### config.mk
export PLATFORM = sky130hd
export DESIGN_NAME = regfile_operand_fetch
export DESIGN_NICKNAME = d
export VERILOG_FILES = /design/src/rtl/regfile_operand_fetch.sv
export SDC_FILE = /design/constraint.sdc
export NUM_CORES = 1
export LEC_CHECK = 0
export CAP_MARGIN = 40
export CORE_ASPECT_RATIO = 0.6
export CORE_MARGIN = 8
export CORE_UTILIZATION = 28
export DETAILED_ROUTE_END_ITERATION = 12
export PLACE_DENSITY = 0.52
export SLEW_MARGIN = 15
export SYNTH_ARGS = -nofsm -noshare
export SYNTH_HDL_FRONTEND = slang
export SYNTH_SLANG_ARGS = --single-unit
### constraint.sdc
create_clock -name clk -period 3.8 [get_ports clk]
set_clock_uncertainty 0.15 [all_clocks]
set_input_delay 0.57 -clock clk [delete_from_list [all_inputs] [get_ports clk]]
set_output_delay 0.57 -clock clk [all_outputs]
set_load 0.05 [all_outputs]
### src/rtl/regfile_operand_fetch.sv
// Operand-fetch stage between decode and execute: drives the regfile read/write ports,
// tracks outstanding destination writes in a busy scoreboard and registers the operands.
module regfile_operand_fetch #(
    parameter int unsigned W = 8,
    parameter int unsigned N = 5
) (
    input  logic         clk,
    input  logic         reset,
    input  logic         in_valid,
    output logic         in_ready,
    input  logic [N-1:0] in_src1,
    input  logic         in_use1,
    input  logic [N-1:0] in_src2,
    input  logic         in_use2,
    input  logic [N-1:0] in_dst,
    input  logic         in_dst_en,
    output logic         out_valid,
    input  logic         out_ready,
    output logic [W-1:0] out_op1,
    output logic [W-1:0] out_op2,
    output logic [N-1:0] out_dst,
    output logic         out_dst_en,
    input  logic         wb_en,
    input  logic [N-1:0] wb_reg,
    input  logic [W-1:0] wb_data,
    output logic [N-1:0] rreg1,
    output logic [N-1:0] rreg2,
    input  logic [W-1:0] rdata1,
    input  logic [W-1:0] rdata2,
    output logic         write,
    output logic [N-1:0] wreg,
    output logic [W-1:0] wdata
);

    localparam int unsigned NREG = 2 ** N;

    logic [NREG-1:0] r_busy;
    logic            r_out_valid;
    logic [W-1:0]    r_op1;
    logic [W-1:0]    r_op2;
    logic [N-1:0]    r_dst;
    logic            r_dst_en;

    logic [NREG-1:0] w_clr;
    logic [NREG-1:0] w_blk;
    logic [NREG-1:0] w_set;
    logic            w_hazard;
    logic            w_ready;
    logic            w_accept;
    logic [W-1:0]    w_op1;
    logic [W-1:0]    w_op2;

    assign rreg1 = in_src1;
    assign rreg2 = in_src2;
    assign write = wb_en & ~reset;
    assign wreg  = wb_reg;
    assign wdata = wb_data;

    // A writeback landing this cycle releases its register immediately.
    always_comb begin
        w_clr = '0;
        if (wb_en) begin
            w_clr[wb_reg] = 1'b1;
        end
    end

    assign w_blk    = r_busy & ~w_clr;
    assign w_hazard = (in_use1 & w_blk[in_src1]) | (in_use2 & w_blk[in_src2])
                    | (in_dst_en & w_blk[in_dst]);
    assign w_ready  = ~reset & ~w_hazard & (~r_out_valid | out_ready);
    assign w_accept = in_valid & w_ready;
    assign in_ready = w_ready;

    always_comb begin
        w_set = '0;
        if (w_accept && in_dst_en) begin
            w_set[in_dst] = 1'b1;
        end
    end

    // Regfile still returns the pre-write value this cycle, so bypass from writeback.
    assign w_op1 = !in_use1 ? '0 : (w_clr[in_src1] ? wb_data : rdata1);
    assign w_op2 = !in_use2 ? '0 : (w_clr[in_src2] ? wb_data : rdata2);

    always_ff @(posedge clk) begin
        if (reset) begin
            r_busy      <= '0;
            r_out_valid <= 1'b0;
            r_op1       <= '0;
            r_op2       <= '0;
            r_dst       <= '0;
            r_dst_en    <= 1'b0;
        end else begin
            // Set wins over a same-cycle clear of the same register.
            r_busy <= (r_busy & ~w_clr) | w_set;
            if (w_accept) begin
                r_out_valid <= 1'b1;
                r_op1       <= w_op1;
                r_op2       <= w_op2;
                r_dst       <= in_dst;
                r_dst_en    <= in_dst_en;
            end else if (out_ready) begin
                r_out_valid <= 1'b0;
            end
        end
    end

    assign out_valid  = r_out_valid;
    assign out_op1    = r_op1;
    assign out_op2    = r_op2;
    assign out_dst    = r_dst;
    assign out_dst_en = r_dst_en;

endmodule

==> reports/metrics.yaml, run 1 <==
status:
  outcome: "finished, final reports clean"
global_route:
  grt_pass1_wl_mm: 26.1
  use_met3_pct: 6.18
  gr-max-usage-layer: "met1"
  grt_use_total_pct: 18.4
  grt-ovfl-total: 0
  use_met1_pct: 28.8
  grt_util_met2_pct: 23.1
  first_global_vias: 4248
  grt_start_max_net_pins: 59
  antenna_found_initial: 0
sta:
  worst_slew_pin_slew_ps: 563
  max_freq_ghz: 0.268
  period_share_pct: 98.2
  setup_ws_ps: 66.6
  hold_viol_final: 0
  relSlewSlack_pct: 62.5
  fin_hold_ws_ps: 323
  tns_ps: 0
  grt_setup_unrepaired: "no"
  finalCriticalPeriod_ps: 3730
  finalSetupViolCount: 0
  maxSlewViolCount: 0
placement:
  placedCellCount: 789
  place_area_um2: 5720
  dp_hpwl_mm: 13.6
  dpl_worst_slack_ps: -459
  place.gp.congestion: 0.971
  io_buffers: 99
cells_and_area:
  finalNonFillerCells: 798
  diodes: 0
  final_layout_size_suffix_gt1_share_pct: 26.7
  utilization_pct: 42.8
  fin_nets: 658
  area_growth_pct: 48.1
  final_area_um2: 5900
route:
  drt_iter0_drc: 588
  drc_errors: 0
  detail-route-antenna-nets: 0
  wl_per_cell_um: 22.0
  drt-pass1-iter-count: 5
  vias: 4505
  vias_per_cell: 5.65
  wl_mm: 17.5
setup_path:
  crit_type: "primary input to output pin"
  crit_start: "in_src1[1]"
  r2r-start: "r_busy[24]$_SDFF_PP0_"
  worst_path_max_delay_cell: "clkdlybuf4s50_1"
  endpoint_kind: "output pin"
  path_cells: "clkdlybuf4s50_1, nor2b_1, nand2_1, o22ai_1, o41ai_2, buf_4, nand3_1, nor4_4, and2_4, buf_12"
  cp-start-kind: "primary input"
  arrival_ps: 3010
  cpPeakStageDelay_ps: 620
  required_ps: 3080
  cp_max_fo: 9
logic_synthesis:
  synth.net_count: 512
  synth-async-reset-ratio_pct: 0
  ys_ff_latch: 55
  synth_mux_area_share_pct: 16.7
  post_synth.cell_area_avg_um2: 8.67
  synth_compound_area_share_pct: 22.5
  yosys.area_share.simple_pct: 19.8
  synth-seq-area-share_pct: 27.6
  synthAdderAreaFrac_pct: 0
  synth_top_family_by_area: "compound AO/OA/AOI/OAI gates"
  synth.distinct_cells: 53
  synth_warnings: 0
  synth_area_um2: 3990
  netlist_instances: 460
  synth-edff-count: 0
  ys.flop_type: "dfxtp_1"
  yosys.area_share.xor_xnor_pct: 2.64
worst_hold_path:
  hp-start: "out_op2[6]$_SDFFE_PP0P_"
  min_path_type: "register to register"
clock_tree:
  cts_hold_buf: 0
  cts_root_buffer: "clkbuf_16"
  cts_tree: "built"
  clock_latency_ps: 300
  cts_buffers: 5
  clk_path_buf_depth: 2
  htree_levels: 2
  clock-sinks: 55
  clkTransAtPathRegs_ps: 70
power:
  finalPower_mw: 1.64
  powerDensity_nw_per_um2: 279
  ir_drop_v: 0.000168
  p_leak_nw: 2.24
floorplanning:
  initial_core_util_pct: 28.9
  ios: 100
  core_area_um2: 13800
  die_x_um: 170
  die_area_um2: 18400
  fp-row-count: 33
  dieHeight_um: 108
flow_run:
  maxCapViolCount: 0
[synth_stat cells, types with 2 or more instances]
cell type  number  area share (%)
o2111ai_1       4            0.88
o41ai_1         5             1.1
o21ai_1         7            0.88
mux2_2         24             6.8
or3_1           6            0.94
or4_1           9             1.7
nand2b_1       24             3.8
nor3_1          8             1.0
nor2_1         12             1.1
o32ai_1        34             7.5
nand4_1         3            0.47
a21oi_1        10             1.3
dfxtp_1        55              28
and3_1          2            0.31
buf_6           4             1.1
o22ai_1         8             1.3
buf_4          23             4.3
o21a_1          2            0.38
clkinv_1        2            0.19
nand4bb_1       3            0.85
xor2_1          9             2.0
and2_1          3            0.47
clkbuf_1       24             2.3
a311oi_1        2            0.44
mux2i_1        26             6.5
nand3_1        15             1.9
buf_2          10             1.3
o21ai_0        24             3.0
buf_1           3            0.28
nor4_1          3            0.47
nand4b_1        5             1.1
mux4_2          6             3.4
xnor2_1         3            0.66
inv_1          13             1.2
nand2_1        29             2.7
o211ai_1       13             2.4
nor2b_1         6            0.94
o211a_1         6             1.5
[area by class of cell]
class,instances,area [um2]
clock buffer,6,129
clock inverter,1,30.0
fill,1376,7890
inverter,15,56.3
multi-input combinational,326,2500
sequential,55,1100
tap,192,240
timing repair buffer,203,1850
[worst max-delay path, delay by kind of cell]
family / cells / cell delay, ps
AND/OR/NAND/NOR: 5 / 1040
buffers and inverters: 3 / 910
AO/OA/AOI/OAI: 2 / 490
[cell usage in the layout (no fill, tap or decap), drive strengths merged, types with 2 or more instances in the layout]
cell type / n
nor2b: 6
nor2: 12
a21oi: 10
o2111ai: 4
nand4: 3
o32ai: 34
o211ai: 13
clkbuf: 10
mux4: 6
and2: 3
or4: 9
o311ai: 2
dfxtp: 55
o22ai: 8
buf: 108
nand2: 29
nand3: 16
a311oi: 2
xnor2: 3
nor4: 4
xor2: 9
mux2: 24
o41ai: 5
clkinv: 2
mux2i: 26
o211a: 6
and3: 2
nand4b: 5
nand2b: 25
o21ai: 31
o21a: 2
inv: 13
nand4bb: 3
or3: 6
nor3: 8
clkdlybuf4s50: 91
[routing by layer]
layer / up-vias / part of all wire [%]
li1: 2023 / -
met1: 2130 / 50
met2: 332 / 36
met3: 20 / 13
met4: 0 / 1.1
met5: - / 0
[logic make-up after synthesis]
logic type             after synthesis
multiplexers                        56
AO/OA/AOI/OAI                      124
flip-flops                          55
AND/OR/NAND/NOR                    134
buffers and inverters               79
XOR/XNOR                            12
[registers in the layout, indices dropped and copies added (netlist names)]
signal / count
r_busy: 32
out_op1: 8
out_op2: 8
out_dst: 5
out_dst_en: 1
out_valid: 1
[report_power, final]
part | switching (mW) | internal (mW)
Clock | 0.224 | 0.309
Combinational | 0.297 | 0.213
Sequential | 0.00890 | 0.592
Total | 0.530 | 1.11
[final timing paths]
check | slack [ps] | cells past startpoint | endpoint
max | 70 | 10 | in_ready
min reg2reg | 320 | 2 | out_op2[6]$_SDFFE_PP0P_
min | 320 | 2 | out_op2[6]$_SDFFE_PP0P_
max reg2reg | 940 | 9 | out_dst[3]$_SDFFE_PP0P_
[timing repair]
item	CTS	global route
gates resized for setup	21	17
endpoints found under the setup margin	3	1
pin swaps	4	3
setup buffers	2	0
Note: power is estimated with default switching activity, not from simulation.
==> run 2: changes to the inputs <==
--- a/config.mk
+++ b/config.mk
@@ -10,8 +10,9 @@
 export CORE_MARGIN = 8
 export CORE_UTILIZATION = 28
 export DETAILED_ROUTE_END_ITERATION = 12
+export GPL_TIMING_DRIVEN = 0
 export PLACE_DENSITY = 0.52
-export SLEW_MARGIN = 15
+export SLEW_MARGIN = 0
 export SYNTH_ARGS = -nofsm -noshare
 export SYNTH_HDL_FRONTEND = slang
 export SYNTH_SLANG_ARGS = --single-unit
==> reports/metrics.yaml, run 2 (synthesized netlist as in run 1, its figures left out) <==
cells_and_area:
  layout_commonest_cell: "clkdlybuf4s50_1"
  diodes: 0
  mostFrequentLayoutCells: "clkdlybuf4s50_1 (85), dfxtp_1 (55), buf_4 (39)"
  largest_reg_flops: 32
  final_layout_size_suffix_gt1_share_pct: 24.0
  fin_nets: 627
  finalNonFillerCells: 768
  top_register: "r_busy"
  area_growth_pct: 42.2
  final_area_um2: 5670
status:
  outcome: "finished, final reports clean"
sta:
  tns_ps: 0
  maxSlewViolCount: 0
  hold_viol_final: 0
  finalCriticalPeriod_ps: 3730
  max_freq_ghz: 0.268
  fin_hold_ws_ps: 325
  relSlewSlack_pct: 60.7
  finalSetupViolCount: 0
  period_share_pct: 98.2
  worst_slew_pin_slew_ps: 589
placement:
  io_buffers: 92
  place.gp.congestion: 0.979
  placedCellCount: 744
  dp_hpwl_mm: 13.1
  place_area_um2: 5150
global_route:
  gr-max-usage-layer: "met1"
  grt-ovfl-total: 0
  use_met3_pct: 6.55
  first_global_vias: 4232
  grt_pass1_wl_mm: 26.0
  grt_use_total_pct: 18.2
  antenna_found_initial: 0
  use_met1_pct: 27.9
  grt_util_met2_pct: 23.3
  grt_start_max_net_pins: 19
power:
  powerDensity_nw_per_um2: 282
  p_leak_nw: 2.06
  ir_drop_v: 0.000182
setup_path:
  cp_max_fo: 6
  crit_type: "primary input to output pin"
  required_ps: 3080
  endpoint_kind: "output pin"
  cp-start-kind: "primary input"
  arrival_ps: 3010
floorplanning:
  die_area_um2: 18400
  fp-row-count: 33
  core_area_um2: 13800
  dieHeight_um: 108
  die_x_um: 170
  initial_core_util_pct: 28.9
  ios: 100
clock_tree:
  cts_buffers: 5
  clock-sinks: 55
  clock_latency_ps: 310
  cts_tree: "built"
  clk_path_buf_depth: 2
  clkTransAtPathRegs_ps: 70
  cts_root_buffer: "clkbuf_16"
  htree_levels: 2
route:
  drt_iter0_drc: 487
  vias_per_cell: 5.66
  drt-pass1-iter-count: 5
  detail-route-antenna-nets: 0
  wl_per_cell_um: 22.6
  drc_errors: 0
  wl_mm: 17.3
  vias: 4350
worst_hold_path:
  min_path_type: "register to register"
flow_run:
  maxCapViolCount: 0
run 2: changes by cell type in the layout (fill, tap and decap cells not counted), moves of 5 or more:
cell / delta
clkdlybuf4s50_1: -6
clkbuf_1: +16
o21ai_0: -10
buf_2: +5
buf_4: -57
o21ai_2: +5
buf_6: +9
o21ai_4: +9
buf_12: -9
run 2: metrics by stage:
step,utilization (%),power (mW),setup slack [ps]
global placement,37.3,1.07,-1400
finish,41.1,1.60,69.3
CTS,40.2,1.59,0.854
detailed placement,37.3,1.07,-1390
global route,41.1,1.66,-1.29
floorplan,-,0.893,266
run 2: path summary, 6_finish.rpt:
kind | start | endpoint | slack (ps) | cells after the start
max reg2reg | r_busy[17]$_SDFF_PP0_ | r_busy[7]$_SDFF_PP0_ | 930 | 9
min reg2reg | out_op1[7]$_SDFFE_PP0P_ | out_op1[7]$_SDFFE_PP0P_ | 330 | 2
min | out_op1[7]$_SDFFE_PP0P_ | out_op1[7]$_SDFFE_PP0P_ | 330 | 2
max | wb_reg[3] | in_ready | 70 | 13
run 2: final cells by class:
cell class | instances | area (um2)
Sequential cell | 55 | 1100
Timing Repair Buffer | 108 | 1030
Clock inverter | 2 | 20.0
Inverter | 15 | 61.3
Tap cell | 192 | 240
Multi-Input combinational cell | 326 | 2660
Fill cell | 1417 | 8120
Clock buffer | 6 | 139
Buffer | 64 | 423
run 2: repair_timing:
item | CTS | global route
hold buffers | 0 | 0
pin swaps | 6 | 9
cloned | 1 | 0
buffers inserted | 9 | 6
gates resized for setup | 72 | 39
endpoints found under the setup margin | 56 | 5
run 2: critical path: stages:
cell and delay [ps]:
buf_2 130, buf_6 140, buf_4 150, nand4b_1 220, buf_6 210, buf_4 120, o211ai_1 240, a21oi_2 100
o41ai_2 340, o211ai_1 180, nor4_4 250, and2_1 190, buf_6 160
run 2: layer usage:
layer  wire length [um]  part of all wire [%]
met1               8220                    47
met2               6440                    37
met3               2530                    15
met4                162                  0.93
met5                  0                     0
run 2: report_power, final:
part | leakage [nW] | switching [mW] | internal, mW
clock | 0.0790 | 0.236 | 0.269
sequential | 0.446 | 0.00906 | 0.592
combinational | 1.53 | 0.298 | 0.191
total | 2.06 | 0.543 | 1.05
==> run 3: changes to the inputs <==
--- a/config.mk
+++ b/config.mk
@@ -6,7 +6,6 @@
 export NUM_CORES = 1
 export LEC_CHECK = 0
 export CAP_MARGIN = 40
-export CORE_ASPECT_RATIO = 0.6
 export CORE_MARGIN = 8
 export CORE_UTILIZATION = 28
 export DETAILED_ROUTE_END_ITERATION = 12
==> reports/metrics.yaml, run 3 (synthesized netlist as in run 1, its figures left out) <==
setup_path:
  endpoint_kind: "output pin"
  r2r-start: "r_busy[3]$_SDFF_PP0_"
  cp-start-kind: "primary input"
  cp_max_fo: 8
  crit_type: "primary input to output pin"
  required_ps: 3080
  worstReg2RegEnd: "out_op1[5]$_SDFFE_PP0P_"
  r2r_cells: 9
  arrival_ps: 3020
  rrSetupSlack_ps: 990
route:
  drt_iter0_drc: 325
  vias_per_cell: 5.72
  wl_per_cell_um: 21.9
  drt-pass1-iter-count: 5
  vias: 4333
  detail-route-antenna-nets: 0
  drc_errors: 0
  wl_mm: 16.6
sta:
  relSlewSlack_pct: 55.2
  fin_hold_ws_ps: 329
  setup_ws_ps: 58.0
  max_freq_ghz: 0.267
  finalSetupViolCount: 0
  grt_setup_unrepaired: "no"
  worst_slew_pin_slew_ps: 672
  hold_viol_final: 0
  period_share_pct: 98.5
  maxSlewViolCount: 0
  finalCriticalPeriod_ps: 3740
cells_and_area:
  final-seq-area_um2: 1100
  final_layout_size_suffix_gt1_share_pct: 23.7
  fin_nets: 630
  mostFrequentLayoutCells: "clkdlybuf4s50_1 (85), dfxtp_1 (55), buf_4 (42)"
  top_register: "r_busy"
  multi_input_area_um2: 2630
  area_growth_pct: 42.1
  utilization_pct: 40.8
  layout_commonest_cell: "clkdlybuf4s50_1"
  fill_cells: 1432
  largest_reg_flops: 32
  diodes: 0
  final_area_um2: 5660
placement:
  dp_hpwl_mm: 12.3
  dpl_worst_slack_ps: -1440
  io_buffers: 92
  place_area_um2: 5130
  place.gp.congestion: 0.893
global_route:
  grt_start_max_net_pins: 18
  grt_use_total_pct: 18.1
  grt-ovfl-total: 0
  grt_pass1_wl_mm: 25.6
  antenna_found_initial: 0
  first_global_vias: 4496
clock_tree:
  cts_hold_buf: 0
  clkTransAtPathRegs_ps: 70
  clk_path_buf_depth: 2
  clock_latency_ps: 310
  cts_root_buffer: "clkbuf_16"
  cts_tree: "built"
  clock-sinks: 55
  htree_levels: 2
  cts_buffers: 5
floorplanning:
  die_x_um: 135
  initial_core_util_pct: 28.7
  fp-row-count: 43
  dieHeight_um: 135
  core_area_um2: 13900
  die_area_um2: 18300
  ios: 100
worst_hold_path:
  hp-start: "out_op2[5]$_SDFFE_PP0P_"
  min_to: "out_op2[5]$_SDFFE_PP0P_"
  hold_depth: 2
  min_path_type: "register to register"
power:
  powerDensity_nw_per_um2: 288
  p_leak_nw: 2.07
  ir_drop_v: 0.000164
status:
  outcome: "finished, final reports clean"
flow_run:
  maxCapViolCount: 0
## run 3: cell count changes in the layout (fill, tap and decap cells not counted), moves of 2 or more
cell | before | now
o21ai_4 | 9 | 7
o21ai_1 | 6 | 9
buf_4 | 39 | 42
clkbuf_2 | 5 | 7
clkbuf_4 | 4 | 1
clkdlybuf4s15_2 | 0 | 2
## run 3: metal layers
layer	up-vias	routed length (um)	share of wire (%)	track usage (%)
li1	1969	-	-	-
met1	2052	6820	41	22.1
met2	269	7370	44	28.0
met3	43	1750	11	6.08
met4	0	635	3.8	8.45
met5	-	0	0	0
## run 3: worst max-delay path: stages
cell	delay (ps)
clkdlybuf4s15_2	210
buf_6	150
nand4b_1	320
o21a_2	340
a21oi_2	120
o32ai_1	90
or4_4	550
nor4_4	310
and2_4	210
buf_8	140
## run 3: timing repair
action,in CTS,in global routing
pin swaps,10,10
cloned,1,0
resized for setup,67,30
setup endpoints to repair,56,1
buffers inserted,17,1
## run 3: worst max path at each step
stage	startpoint	to	slack, ps
2_1_floorplan	wb_reg[2]	in_ready	270
3_3_place_gp	wb_reg[0]	in_ready	-1500
3_5_place_dp	wb_reg[0]	in_ready	-1440
4_1_cts	wb_reg[3]	in_ready	7
5_1_grt	wb_reg[3]	in_ready	10
6_report	wb_reg[3]	in_ready	60
## run 3: where the power goes
part	leakage [nW]	total, mW	switching (mW)	internal [mW]
Combinational	1.55	0.487	0.293	0.193
Sequential	0.446	0.602	0.00913	0.593
Clock	0.0818	0.545	0.232	0.313
## run 3: final cells by class
| class | count | share of cell area, % |
|---|---|---|
| multi-input cells | 326 | 46.5 |
| plain buffers | 64 | 7.22 |
| flip-flops and latches | 55 | 19.4 |
| well taps | 180 | 3.98 |
| clock buffers | 5 | 2.21 |
| clock inverters | 2 | 0.729 |
| inverters | 15 | 1.08 |
| repair buffers | 111 | 18.9 |
## run 3: per-stage QoR
step / power [mW] / std cells / setup TNS, ps
CTS: 1.64 / 757 / 0
global placement: 1.07 / 732 / -39360
finish: 1.63 / 758 / 0
global route: 1.70 / 758 / 0
floorplan: 0.893 / 460 / 0
detailed placement: 1.07 / 732 / -36070
==> patch, RTL diff (settings of run 1) <==
The parameter `N` goes from 5 to 6.
--- a/src/rtl/regfile_operand_fetch.sv
+++ b/src/rtl/regfile_operand_fetch.sv
@@ -2,7 +2,7 @@
 // tracks outstanding destination writes in a busy scoreboard and registers the operands.
 module regfile_operand_fetch #(
     parameter int unsigned W = 8,
-    parameter int unsigned N = 5
+    parameter int unsigned N = 6
 ) (
     input  logic         clk,
     input  logic         reset,
Interface: changed (8 resized); port bits go from 100 to 108. The function was not compared with the original's and may differ.
==> patch against run 1 <==
The flow now finishes with violations (negative setup slack); setup slack got worse by 0.077 ns; area after synthesis is 49% higher; combinational power increased by 46%; total power grew 62%; final area rose by 56%; largest cell class unchanged; wire length up 71%; sequential cell count is 33 higher.
==> patch: results (changes against run 1) <==
Worst hold path
- hold_sp: out_op2[1]

Critical path
- cell with the largest stage delay on the worst path: or4b_4
- capturing point of the worst reg2reg path: out_dst[4]
- Arrival @ worst endpoint: 3.09 ns, +0.08 ns
- slowest stage delay, CP: 0.59 ns, -0.03 ns
- critical-path maximum fanout: 7, -2
- beginning of the worst register-to-register path: r_busy[32]
- worst-case register-to-register setup slack: 0.62 ns, -0.32 ns

Outcome
- result of the run: finished, violations left
- failing checks: negative setup slack

Place
- Placed Instance Area: 0.00857 mm², +50%
- HPWL after detailed placement: 23.1 mm, +70%
- port bufs: 107, +8.1%
- placer congestion estimate: 0.978, +0.73%

Layout
- fillers: 2066, +50%
- utilization after layout: 0.440, +0.0115

Logic synthesis
- most used standard cells in the synthesized netlist: 88 x dfxtp_1, 65 x o21ai_0, 64 x o32ai_1
- post-synthesis cell type count: 65, +23%
- Synthesized Nets: 733, +43%
- share of synthesized area occupied by flip-flops and latches: 0.297, +0.0206

GRT
- vias in the first global route: 6657, +57%
- total routing resource utilization after global routing: 0.219, +0.0357
- wire length of the first global-routing pass: 43.5 mm, +66%
- pin count of the biggest net entering global routing: 45, -24%
- GR met2 Demand/Resource: 0.267, +0.0365
- met3 Use GR: 0.116, +0.0541

STA
- smallest hold slack: 0.326 ns, +0.00287 ns
- slew margin rel.: 0.615, -0.00996
- min setup slack post-route: -0.0103 ns, -0.0769 ns
- count of final setup violators: 1, +1

CTS
- clock latency on the worst-skew pair: 0.35 ns, +0.05 ns
- Max H-tree Level: 3, +1
- Num CTS Buffers: 9, +4

Floorplanning
- die footprint: 0.0263 mm², +42%

Pwr
- static leakage: 3.46 nW, +55%

Routing
- DR vias/cell: 5.88, +4.1%
- Iter 0 DRT Violations: 909, +55%
- routed wire length per instance: 25.0 µm, +14%

patch: cell count changes after synthesis, sizes merged, moves of 8 or more:
cell / before / now
clkbuf: 24 / 37
o32ai: 34 / 65
nor2b: 6 / 15
o21ai: 31 / 73
nand2: 29 / 52
buf: 40 / 53
nor2: 12 / 25
dfxtp: 55 / 88
mux4: 6 / 14
or4: 9 / 1
a22oi: 0 / 22
patch: kinds of logic (layout without fill, tap and decap cells):
logic type             Yosys count  in the layout  share of synthesized area
AO/OA/AOI/OAI                  223            223                      0.275
XOR/XNOR                        12             12                     0.0177
buffers and inverters          100            345                     0.0873
flip-flops                      88             88                      0.297
multiplexers                    69             69                      0.151
AND/OR/NAND/NOR                185            185                      0.172
patch: worst min-delay path, stage by stage, from the launching register on:
cell      delay [ns]
dfxtp_1         0.31
nand2b_1        0.06
mux2i_1         0.06
patch: per-layer routing:
layer,vias to the layer above,routed length [µm]
met5,-,0
met1,3366,13700
met3,63,4840
li1,3100,-
met4,0,691
met2,529,10800
patch: worst max-delay path by stage:
stage | start | end | slack (ns) | cells past startpoint
after global placement | wb_reg[4] | in_ready | -0.64 | 11
after detailed placement | wb_reg[4] | in_ready | -0.66 | 11
after floorplan | wb_reg[2] | in_ready | 0.05 | 10
final | wb_reg[0] | in_ready | -0.01 | 11
after CTS | wb_reg[1] | in_ready | 0.0007 | 11
after global routing | wb_reg[0] | in_ready | -0.03 | 11
patch: repair_timing:
| action | CTS | global route |
|---|---|---|
| gates resized for setup | 94 | 33 |
| setup buffers | 3 | 6 |
| hold buffers | 0 | 0 |
| setup endpoints to repair | 86 | 1 |
| pin swaps | 12 | 8 |
patch: metrics by stage:
step	setup TNS (ns)	setup WS, ns	cells
3_3_place_gp	-43.99	-0.645	1177
4_1_cts	0	0.000659	1195
2_1_floorplan	0	0.0481	677
6_report	-0.0103	-0.0103	1201
5_1_grt	-0.0265	-0.0265	1201
3_5_place_dp	-43.23	-0.656	1177
patch: report_power, final:
part,total (W),internal [W],switching [W]
combinational,0.000743,0.000309,0.000434
clock,0.000981,0.000593,0.000388
sequential,0.000946,0.000938,0.00000772
total,0.00267,0.00184,0.000829
patch: area by class of cell:
cell class,count,area share
Clock buffer,11,0.0264
Sequential cell,88,0.191
Timing Repair Buffer,319,0.308
Multi-Input combinational cell,489,0.423
Clock inverter,5,0.00870
Tap cell,279,0.0379
Inverter,10,0.00408
